--- src/rtl/imem_loader_pkg.sv ---
// Shared state encoding and default constants for the instruction-memory loader.
package imem_loader_pkg;

    localparam int          INSTR_W           = 16;
    localparam logic [15:0] DEFAULT_BASE_ADDR = 16'h0000;
    localparam int          DEFAULT_DEPTH     = 256;

    typedef enum logic [3:0] {
        ST_IDLE,
        ST_LEN_HI,
        ST_LEN_LO,
        ST_DATA_HI,
        ST_DATA_LO,
        ST_WRITE,
        ST_CHK,
        ST_DONE,
        ST_ERR
    } state_e;

    function automatic logic accepts_byte(input state_e s);
        return (s == ST_LEN_HI) || (s == ST_LEN_LO) || (s == ST_DATA_HI) ||
               (s == ST_DATA_LO) || (s == ST_CHK);
    endfunction

endpackage

--- src/rtl/imem_loader_if.sv ---
// Host byte stream, instruction-memory write port and CPU status of the loader.
interface imem_loader_if #(
    parameter int LEN_W = 16
);
    logic                                 start;
    logic [7:0]                           byte_in;
    logic                                 byte_valid;
    logic                                 byte_ready;
    logic                                 im_write;
    logic [15:0]                          im_addr;
    logic [imem_loader_pkg::INSTR_W-1:0]  im_data;
    logic                                 cpu_hold;
    logic                                 done;
    logic                                 error;
    logic [LEN_W-1:0]                     word_count;

    modport master (
        output start, byte_in, byte_valid,
        input  byte_ready, im_write, im_addr, im_data, cpu_hold, done, error, word_count
    );

    modport slave (
        input  start, byte_in, byte_valid,
        output byte_ready, im_write, im_addr, im_data, cpu_hold, done, error, word_count
    );
endinterface

--- src/rtl/loader_byte_packer.sv ---
// Pairs stream bytes into big-endian words and keeps the running XOR of every byte taken.
module loader_byte_packer
    import imem_loader_pkg::*;
(
    input  logic               clk,
    input  logic               rst,
    input  logic               clear,
    input  logic               take,
    input  logic               take_hi,
    input  logic [7:0]         byte_in,
    output logic [INSTR_W-1:0] word,
    output logic [7:0]         csum
);
    logic [7:0] hi_q, hi_d;
    logic [7:0] csum_q, csum_d;

    always_comb begin
        hi_d   = hi_q;
        csum_d = csum_q;
        if (clear) begin
            csum_d = 8'h00;
        end else if (take) begin
            csum_d = csum_q ^ byte_in;
            if (take_hi) begin
                hi_d = byte_in;
            end
        end
    end

    always_ff @(posedge clk or posedge rst) begin
        if (rst) begin
            hi_q   <= 8'h00;
            csum_q <= 8'h00;
        end else begin
            hi_q   <= hi_d;
            csum_q <= csum_d;
        end
    end

    // The low byte is the one being taken this cycle, so the word is ready on that edge.
    assign word = {hi_q, byte_in};
    assign csum = csum_q;

endmodule

--- src/rtl/imem_loader.sv ---
// Fills instruction memory from a length-prefixed byte stream while holding the CPU.
// Define IMEM_LOADER_CHECKSUM_EN to require a trailing XOR checksum byte.
module imem_loader
    import imem_loader_pkg::*;
#(
    parameter logic [15:0] BASE_ADDR = DEFAULT_BASE_ADDR,
    parameter int          DEPTH     = DEFAULT_DEPTH,
    parameter int          LEN_W     = 16
) (
    input  logic         clk,
    input  logic         rst,
    imem_loader_if.slave bus
);
`ifdef IMEM_LOADER_CHECKSUM_EN
    localparam state_e AFTER_DATA = ST_CHK;
`else
    localparam state_e AFTER_DATA = ST_DONE;
`endif

    state_e             state_q, state_d;
    logic [LEN_W-1:0]   length_q, length_d;
    logic [LEN_W-1:0]   word_count_q, word_count_d;
    logic [LEN_W-1:0]   wc_next;
    logic [15:0]        im_addr_q, im_addr_d;
    logic [INSTR_W-1:0] im_data_q, im_data_d;
    logic               byte_ready_q, byte_ready_d;
    logic               im_write_q, im_write_d;
    logic               cpu_hold_q, cpu_hold_d;
    logic               done_q, done_d;
    logic               error_q, error_d;

    logic               take;
    logic               take_hi;
    logic               clear;
    logic [INSTR_W-1:0] pk_word;
    logic [7:0]         pk_csum;

    assign take    = bus.byte_valid && byte_ready_q;
    assign take_hi = (state_q == ST_LEN_HI) || (state_q == ST_DATA_HI);
    assign clear   = (state_q == ST_IDLE) && bus.start;
    assign wc_next = word_count_q + LEN_W'(1);

    loader_byte_packer u_packer (
        .clk     (clk),
        .rst     (rst),
        .clear   (clear),
        .take    (take),
        .take_hi (take_hi),
        .byte_in (bus.byte_in),
        .word    (pk_word),
        .csum    (pk_csum)
    );

`ifndef IMEM_LOADER_CHECKSUM_EN
    logic unused_csum;
    assign unused_csum = ^pk_csum;
`endif

    always_comb begin
        state_d      = state_q;
        length_d     = length_q;
        word_count_d = word_count_q;
        im_addr_d    = im_addr_q;
        im_data_d    = im_data_q;
        error_d      = error_q;

        case (state_q)
            ST_IDLE: begin
                if (bus.start) begin
                    state_d      = ST_LEN_HI;
                    error_d      = 1'b0;
                    word_count_d = '0;
                end
            end
            ST_LEN_HI: begin
                if (take) state_d = ST_LEN_LO;
            end
            ST_LEN_LO: begin
                if (take) begin
                    length_d = LEN_W'(pk_word);
                    if (pk_word == '0) begin
                        state_d = AFTER_DATA;
                    end else if (32'(pk_word) > DEPTH) begin
                        state_d = ST_ERR;
                    end else begin
                        state_d = ST_DATA_HI;
                    end
                end
            end
            ST_DATA_HI: begin
                if (take) state_d = ST_DATA_LO;
            end
            ST_DATA_LO: begin
                if (take) begin
                    state_d   = ST_WRITE;
                    im_addr_d = BASE_ADDR + 16'(word_count_q);
                    im_data_d = pk_word;
                end
            end
            ST_WRITE: begin
                word_count_d = wc_next;
                state_d      = (wc_next == length_q) ? AFTER_DATA : ST_DATA_HI;
            end
            ST_CHK: begin
`ifdef IMEM_LOADER_CHECKSUM_EN
                if (take) state_d = (bus.byte_in == pk_csum) ? ST_DONE : ST_ERR;
`else
                state_d = ST_IDLE;
`endif
            end
            ST_DONE: state_d = ST_IDLE;
            ST_ERR:  state_d = ST_IDLE;
            default: state_d = ST_IDLE;
        endcase

        // Outputs are registered, so they are decoded from the state being entered.
        if (state_d == ST_ERR) error_d = 1'b1;
        byte_ready_d = accepts_byte(state_d);
        im_write_d   = (state_d == ST_WRITE);
        cpu_hold_d   = (state_d != ST_IDLE);
        done_d       = (state_d == ST_DONE);
    end

    always_ff @(posedge clk or posedge rst) begin
        if (rst) begin
            state_q      <= ST_IDLE;
            length_q     <= '0;
            word_count_q <= '0;
            im_addr_q    <= 16'h0000;
            im_data_q    <= '0;
            byte_ready_q <= 1'b0;
            im_write_q   <= 1'b0;
            cpu_hold_q   <= 1'b0;
            done_q       <= 1'b0;
            error_q      <= 1'b0;
        end else begin
            state_q      <= state_d;
            length_q     <= length_d;
            word_count_q <= word_count_d;
            im_addr_q    <= im_addr_d;
            im_data_q    <= im_data_d;
            byte_ready_q <= byte_ready_d;
            im_write_q   <= im_write_d;
            cpu_hold_q   <= cpu_hold_d;
            done_q       <= done_d;
            error_q      <= error_d;
        end
    end

    assign bus.byte_ready = byte_ready_q;
    assign bus.im_write   = im_write_q;
    assign bus.im_addr    = im_addr_q;
    assign bus.im_data    = im_data_q;
    assign bus.cpu_hold   = cpu_hold_q;
    assign bus.done       = done_q;
    assign bus.error      = error_q;
    assign bus.word_count = word_count_q;

endmodule

--- src/flat_wrapper.sv ---
// flat-port wrapper written by rule: the top's interface ports become plain ports
module imem_loader_flat import imem_loader_pkg::*;
#(
    parameter logic [15:0] BASE_ADDR = DEFAULT_BASE_ADDR,
    parameter int          DEPTH     = DEFAULT_DEPTH,
    parameter int          LEN_W     = 16
)
  (clk, rst, bus_start, bus_byte_in, bus_byte_valid, bus_byte_ready, bus_im_write, bus_im_addr, bus_im_data, bus_cpu_hold, bus_done, bus_error, bus_word_count);
  imem_loader_if #(.LEN_W(LEN_W)) bus_i ();
  input  logic clk;
  input  logic rst;
  input wire logic [$bits(bus_i.start)-1:0] bus_start;
  input wire logic [$bits(bus_i.byte_in)-1:0] bus_byte_in;
  input wire logic [$bits(bus_i.byte_valid)-1:0] bus_byte_valid;
  output wire logic [$bits(bus_i.byte_ready)-1:0] bus_byte_ready;
  output wire logic [$bits(bus_i.im_write)-1:0] bus_im_write;
  output wire logic [$bits(bus_i.im_addr)-1:0] bus_im_addr;
  output wire logic [$bits(bus_i.im_data)-1:0] bus_im_data;
  output wire logic [$bits(bus_i.cpu_hold)-1:0] bus_cpu_hold;
  output wire logic [$bits(bus_i.done)-1:0] bus_done;
  output wire logic [$bits(bus_i.error)-1:0] bus_error;
  output wire logic [$bits(bus_i.word_count)-1:0] bus_word_count;
  assign bus_i.start = bus_start;
  assign bus_i.byte_in = bus_byte_in;
  assign bus_i.byte_valid = bus_byte_valid;
  assign bus_byte_ready = bus_i.byte_ready;
  assign bus_im_write = bus_i.im_write;
  assign bus_im_addr = bus_i.im_addr;
  assign bus_im_data = bus_i.im_data;
  assign bus_cpu_hold = bus_i.cpu_hold;
  assign bus_done = bus_i.done;
  assign bus_error = bus_i.error;
  assign bus_word_count = bus_i.word_count;
  imem_loader #(.BASE_ADDR(BASE_ADDR), .DEPTH(DEPTH), .LEN_W(LEN_W)) u_core (.clk(clk), .rst(rst), .bus(bus_i));
endmodule
--- config.mk ---
export PLATFORM = sky130hd
export DESIGN_NAME = imem_loader_flat
export DESIGN_NICKNAME = d
export VERILOG_FILES = /design/src/rtl/imem_loader_pkg.sv /design/src/rtl/imem_loader_if.sv /design/src/rtl/loader_byte_packer.sv /design/src/rtl/imem_loader.sv /design/src/flat_wrapper.sv
export SDC_FILE = /design/constraint.sdc
export NUM_CORES = 1
export LEC_CHECK = 0
export ABC_CLOCK_PERIOD_IN_PS = 2230
export BUFFER_PORTS_ARGS = -buffer_cell sky130_fd_sc_hd__buf_2
export CAP_MARGIN = 40
export CORE_ASPECT_RATIO = 1.1
export CORE_UTILIZATION = 35
export DETAILED_ROUTE_END_ITERATION = 7
export SLEW_MARGIN = 20
export SYNTH_ARGS = -nofsm -noshare
export SYNTH_HDL_FRONTEND = slang
export SYNTH_SLANG_ARGS = --single-unit
--- constraint.sdc ---
create_clock -name clk -period 2.23 [get_ports clk]
set_input_delay 0.223 -clock clk [delete_from_list [all_inputs] [get_ports clk]]
set_output_delay 0.223 -clock clk [all_outputs]
set_load 0.02 [all_outputs]
==> results.md, run 1 <==
- Clk Latency, worst-skew pair: 0.34 ns
- Clock Sinks: a little over 80
- Final nets: approximately 440
- Top FF cell, synth: dfrtp_1
- Placed standard-cell area: 4580 µm²
- Synth-to-Final Area Change: 31.2%
- Avg Synthesized Cell Area: 11.6 µm²
- Core Footprint: 10500 µm²
- Startpoint types: flop
- Fin worst setup slack: -0.0142 ns
- R2R Setup Slk: -0.01 ns
- Adder-Cell Fraction of Synth Area: 0.327%
- CP Data Required Time: 2.43 ns
- Initial antenna violation count: 0
- Design area: 5010 µm²
- Post-synth EDFFs: 0
- Simple-Gate Fraction of Synth Area: 13.9%
- RSZ-0062 raised after global routing: true
- Worst hold path depth: 2
- Most common cell after layout, fill and taps aside: dfrtp_1
- TritonRoute pass-1 iters: 5
- Rows: 39
- DRC: 0
- Drt initial violations: 155
- Gate Count Post-Synth: 329
- Die height: between 100 and 150 µm
- N_diodes: 0
- Vias in the first global route: between 2k and 3k
- Asr flop ratio synth: 100%
- Status: finished with violations
- CTS tree: built
- Final Cycle Share: 101%
- Share of the yosys chip area belonging to registers: 53.0%
- Port Buffers: 64
- Final wirelength: 8880 µm
- Hold crit path type: input port to flop
- Crit path to: u_core.bus.byte_ready
- Synth top area share: 53.0%
- Die area: 11300 µm²
- Synth cell types: 44
- PD cells: 1060 nW/µm²
- Via density per instance: approximately 5.0
- Worst r2r path cells: 10
- I/O pins: 65
- Largest cells by area after synthesis: dfrtp_1, mux2_2, o21ai_0
- Number of synthesis warnings: 0
- Final hold violation count: 0
- R2R Path Start: u_core.bus.word_count[0]
- Post-Synth XOR/XNOR Area: slightly above 5%
- Worst-path clk slew: 0.06 ns
- GRT Total Usage: roughly 17%
- Flops & latches, synth: 81
- Arr. time, crit path: 2.45 ns
- Initial Util: 36.4%
- FF-to-FF End: u_core.bus.byte_ready
- Max-slew violation count: 0
- Ratio of cells with drive above 1 in the final layout: between 40% and 50%
- Final setup fails: 1
- H-tree level count: 3
- Hold Slack: 0.170 ns
- Main combinational cell family by area after synthesis: multiplexers
- Max Clk Rate: about 450 MHz
- Via Count: 2890
- Fillcell total: 978
- Most frequent cells in the layout: dfrtp_1, buf_2, mux2_2
- Avg WL per Cell: 15.4 µm
- Critical path endpoint category: flop
- Syn nets: 342
- Slew @ Worst Pin: around 0.44 ns
- Crit Path Max Fanout: 6
- Post-synth top area cell: dfrtp_1
- Root Driver: clkbuf_16
- Compound-cell area share of the yosys netlist: 7.83%
- CTS buffer count: 9
- Pin count of the biggest net entering global routing: 49
- First-pass GRT wire length: 14700 µm
- Post-DRT Antenna Nets: 0
- Max_slew headroom: 71.0%
- Chip width: 102 µm
- GRT overflow: 0
- Dpl ws: -0.137 ns
- Leak Pwr: 2.42 nW
- Period minus WS final: 2.24 ns
- Clock Path Buffers: 2
- Post-synthesis cell area: about 3800 µm²
- Final GP Congestion: 0.902
- Setup tns final: -0.0142 ns
- Peak VDD IR: 0.617 mV
- Worst setup path start: u_core.bus.word_count[0]
- Failing checks: negative setup slack
- HPWL after detailed placement: 6470 µm
- Max-cap violation count: 0
- Critical path type: flop to flop
- Skew final: just under 0.007 ns
- Post-synthesis mux area share: 17.3%
-- registers in the layout (all words and copies together), names as in the netlist --
register	flops
u_core.bus.im_addr	16
u_core.state_q	4
u_core.bus.byte_ready	1
u_core.bus.cpu_hold	1
u_core.u_packer.hi_q	8
u_core.bus.error	1
u_core.bus.im_data	16
u_core.bus.word_count	16
u_core.bus.done	1
u_core.bus.im_write	1
u_core.length_q	16
-- cell type report --
class | count | area (µm²) | share of cell area (%)
Sequential cell | 81 | 2040 | 40.6
Multi-Input combinational cell | 224 | 1800 | 35.9
Timing Repair Buffer | 107 | 662 | 13.2
Clock buffer | 10 | 239 | 4.77
Tap cell | 143 | 179 | 3.57
Clock inverter | 6 | 67.6 | 1.35
Inverter | 7 | 30.0 | 0.599
-- how the worst min path moves through the flow --
stage                     slack [ns]                 endpoint            from
after global routing            0.17  u_core.u_packer.hi_q[6]  bus_byte_in[6]
after global placement          0.24         u_core.bus.error             rst
after floorplan                 0.37       u_core.length_q[0]  bus_byte_in[0]
final                           0.17       u_core.length_q[0]  bus_byte_in[0]
after detailed placement        0.24         u_core.bus.error             rst
after CTS                       0.16    u_core.bus.im_data[6]  bus_byte_in[6]
-- synthesized netlist by cell type (all sizes together) (2+ instances only) --
cell type  count
mux2          56
xor2          10
nor3           8
a21o           2
nand3          9
dfrtp         81
xnor2         12
nor3b          3
nor4           8
nand4b         3
a21oi          5
nor2b          3
buf            3
inv            7
or4            2
a31oi          3
nand2         22
or3            2
nand4          4
nor2          22
mux2i          3
o211ai         5
o31ai          2
o21ai         27
clkbuf        14
-- metrics by stage --
stage | utilization (%) | std cells | total power [mW]
6_report | 47.8 | 578 | 5.31
5_1_grt | 47.8 | 578 | 5.60
4_1_cts | 47.7 | 577 | 5.35
3_5_place_dp | 43.6 | 558 | 3.75
3_3_place_gp | 43.6 | 558 | 3.70
2_1_floorplan | - | 329 | 3.22
-- cells by family after synthesis --
kind of cell    after synthesis
simple gates                 92
buf+inv                      24
flops                        81
mux                          59
xor+xnor                     22
compound gates               50
fa+ha+maj                     1
-- where the power goes --
group          total (mW)  switching [mW]  internal, mW
combinational        1.62           0.841         0.775
sequential           2.20           0.333          1.87
clock                1.49           0.596         0.899
-- layer usage --
layer / vias to the layer above / wire length (µm) / GRT usage, %
li1: 1387 / - / -
met1: 1409 / 4050 / 22.6
met2: 82 / 4240 / 26.5
met3: 12 / 438 / 4.02
met4: 0 / 153 / 6.67
met5: - / 0 / 0
-- repair_timing --
action                                  in CTS  in global routing
resized for setup                           15                  1
buffers inserted                             3                  1
hold buffers                                 1                  0
endpoints found under the hold margin       15                  0
endpoints found under the setup margin       3                  4
pin swaps                                    5                  1
-- critical path: stages (launching register included) --
cell,delay (ns)
dfrtp_2,0.41
buf_4,0.13
nand4_4,0.11
buf_4,0.19
buf_4,0.15
nor3_2,0.14
xnor2_1,0.22
xnor2_2,0.16
nor4_4,0.31
a31oi_4,0.15
mux2i_1,0.14
Note: power is estimated with default switching activity, not from simulation.
==> run 2, diff against run 1 <==
--- a/config.mk
+++ b/config.mk
@@ -5,7 +5,7 @@
 export SDC_FILE = /design/constraint.sdc
 export NUM_CORES = 1
 export LEC_CHECK = 0
-export ABC_CLOCK_PERIOD_IN_PS = 2230
+export ABC_CLOCK_PERIOD_IN_PS = 2700
 export BUFFER_PORTS_ARGS = -buffer_cell sky130_fd_sc_hd__buf_2
 export CAP_MARGIN = 40
 export CORE_ASPECT_RATIO = 1.1
==> constraint.sdc (replaced) <==
create_clock -name clk -period 2.7 [get_ports clk]
set_input_delay 0.27 -clock clk [delete_from_list [all_inputs] [get_ports clk]]
set_output_delay 0.27 -clock clk [all_outputs]
set_load 0.02 [all_outputs]
==> run 2 against run 1 <==
  * The flow now finishes without violations
  * Hold slack gained 0.051 ns
  * Design area shrank 5.3%
  * Wire length decreased by 2.3%
  * First-iteration DRC count fell by 20%
  * Power shrank 18%
  * Die area did not move
  * Flip-flop and latch count did not move
  * Non-clock buffer count is 24 lower
  * Final cell count decreased by 4.2%
  * Via count fell by 1.6%
  * Critical path type unchanged
  * Largest power group unchanged
==> results.md, run 2 (same netlist as run 1, synthesis figures left out) <==
- Via density per instance: roughly 5.1
- Metal3 WL: between 300 and 400 µm
- Synth-to-Final Area Change: 24.3%
- Critical Path, Cell by Cell: ha_2 > nand3_1 > o21ai_0 > nand4b_1 > or4_1 > nor4_2 > a31oi_1 > mux2i_1
- DRT met1 WL: 4100 µm
- Sequential Power Share: between 40% and 50%
- Most frequent cells in the layout: dfrtp_1, buf_2, mux2_2
- Avg WL per Cell: 15.7 µm
- CTS buffer count: 9
- Clock power share: 30.4%
- Period minus WS final: 2.48 ns
- Peak VDD IR: 0.546 mV
- Final nets: 419
- GRT overflow: 0
- Pin count of the biggest net entering global routing: 50
- TritonRoute pass-1 iters: 7
- Worst-path clk slew: 0.06 ns
- PD cells: approximately 920 nW/µm²
- CTS tree: built
- Arr. time, crit path: 2.68 ns
- Chip width: 102 µm
- Worst hold path depth: 2
- Max_slew headroom: 60.1%
- Final setup fails: 0
- Reg area: 2030 µm²
- Core Footprint: between 10000 and 15000 µm²
- Drt initial violations: 124
- Fin worst setup slack: 0.221 ns
- Ratio of cells with drive above 1 in the final layout: between 40% and 50%
- Via Count: 2844
- N_diodes: 0
- Int Pwr: 2.93 mW
- Final hold violation count: 0
- Fillcell total: 1016
- Crit-path slowest cell: dfrtp_1
- Post-route insts no fill: 554
- Post-DRT Antenna Nets: 0
- Max-cap violation count: 0
- Crit Path Max Fanout: 7
- Cells after DPL: around 540
- Initial Util: 36.4%
- Max incr delay on CP: 0.45 ns
- DRC: 0
- Leak Pwr: 2.29 nW
- Slew @ Worst Pin: 0.598 ns
- Root Driver: clkbuf_16
- CP Data Required Time: 2.90 ns
- I/O pins: 65
- Critical path endpoint category: flop
- Area of the multi-input gates: roughly 1700 µm²
- Startpoint types: flop
- RSZ-0062 raised after global routing: false
- Max-slew violation count: 0
- Final GP Congestion: 0.903
- First-pass GRT wire length: 14300 µm
- HPWL after detailed placement: 6280 µm
- Max Clk Rate: ~400 MHz
- Switching power: approximately 1.4 mW
- Clock Sinks: 81
- Clock Path Buffers: 2
- Final Cycle Share: 91.8%
- Sw Share: 33.1%
- Gate power share: 26.8%
- Die area: between 10000 and 15000 µm²
- Status: finished clean
- Worst r2r path cells: 8
- Setup tns final: 0 ns
- Dpl ws: ~0.18 ns
- Hold Slack: 0.220 ns
- GRT Total Usage: between 15 and 20%
- WL met2: a little over 4000 µm
- Die height: 112 µm
- Initial antenna violation count: 0
- H-tree level count: 3
- Most common cell after layout, fill and taps aside: dfrtp_1
- Final wirelength: around 8700 µm
- Vias in the first global route: 2672
- Top layer in use: met4
- Port Buffers: 64
- Skew final: a little under 0.005 ns
- Rows: 39
- Hold crit path type: input port to flop
- Critical path type: flop to flop
- Clk Latency, worst-skew pair: 0.33 ns
- Final design utilization: 45.3%
- R2R Setup Slk: 0.22 ns
run 2: cell types whose count changed in the layout (fill, tap and decap cells not counted), moves of 2 or more:
cell | previous run | this run
buf_4 | 40 | 17
dfrtp_1 | 73 | 80
dfrtp_2 | 8 | 1
inv_6 | 0 | 2
nor3_1 | 5 | 7
nor3_2 | 3 | 1
xnor2_1 | 10 | 12
xnor2_2 | 2 | 0
run 2: what timing repair did:
action	in CTS	in global routing
setup buffers	0	0
hold buffers	1	0
setup endpoints to repair	0	3
gates resized for setup	0	3
endpoints found under the hold margin	8	0
run 2: power by group through the flow:
stage | logic (mW) | registers (mW) | clock network, mW
2_1_floorplan | 0.744 | 1.91 | 0
3_3_place_gp | 1.16 | 1.88 | 0
3_5_place_dp | 1.17 | 1.89 | 0
4_1_cts | 1.19 | 1.87 | 1.36
5_1_grt | 1.29 | 1.92 | 1.40
6_report | 1.17 | 1.87 | 1.33
run 2: path summary, 6_finish.rpt:
path | end | startpoint
max in group asynchronous | u_core.length_q[0] | rst
hold / removal | u_core.length_q[5] | bus_byte_in[5]
setup reg to reg | u_core.bus.byte_ready | u_core.bus.word_count[1]
setup / recovery | u_core.bus.byte_ready | u_core.bus.word_count[1]
hold reg to reg | u_core.bus.error | u_core.bus.error
min in group asynchronous | u_core.bus.im_addr[6] | rst
run 2: final cells by class:
cell class,count,share of cell area [%]
Sequential cell,81,42.7
Inverter,7,0.579
Clock inverter,7,2.13
Multi-Input combinational cell,224,36.0
Clock buffer,9,4.74
Tap cell,143,3.77
Timing Repair Buffer,83,10.1
run 2: critical path, delay by kind of cell (launching register included):
kind | cells | cell delay, ns
simple gates | 4 | 1.03
flops | 1 | 0.45
compound gates | 2 | 0.42
fa+ha+maj | 1 | 0.28
mux | 1 | 0.15
run 2: per-layer routing:
metal	vias up	global-route usage (%)
met5	-	0
met4	0	4.93
met3	10	3.39
met2	79	25.3
met1	1407	23.0
li1	1348	-
run 2: through the flow:
step	total power [mW]	area [µm²]
finish	4.38	4750
global route	4.61	4750
CTS	4.42	4740
detailed placement	3.06	4400
global placement	3.04	4400
floorplan	2.66	3820
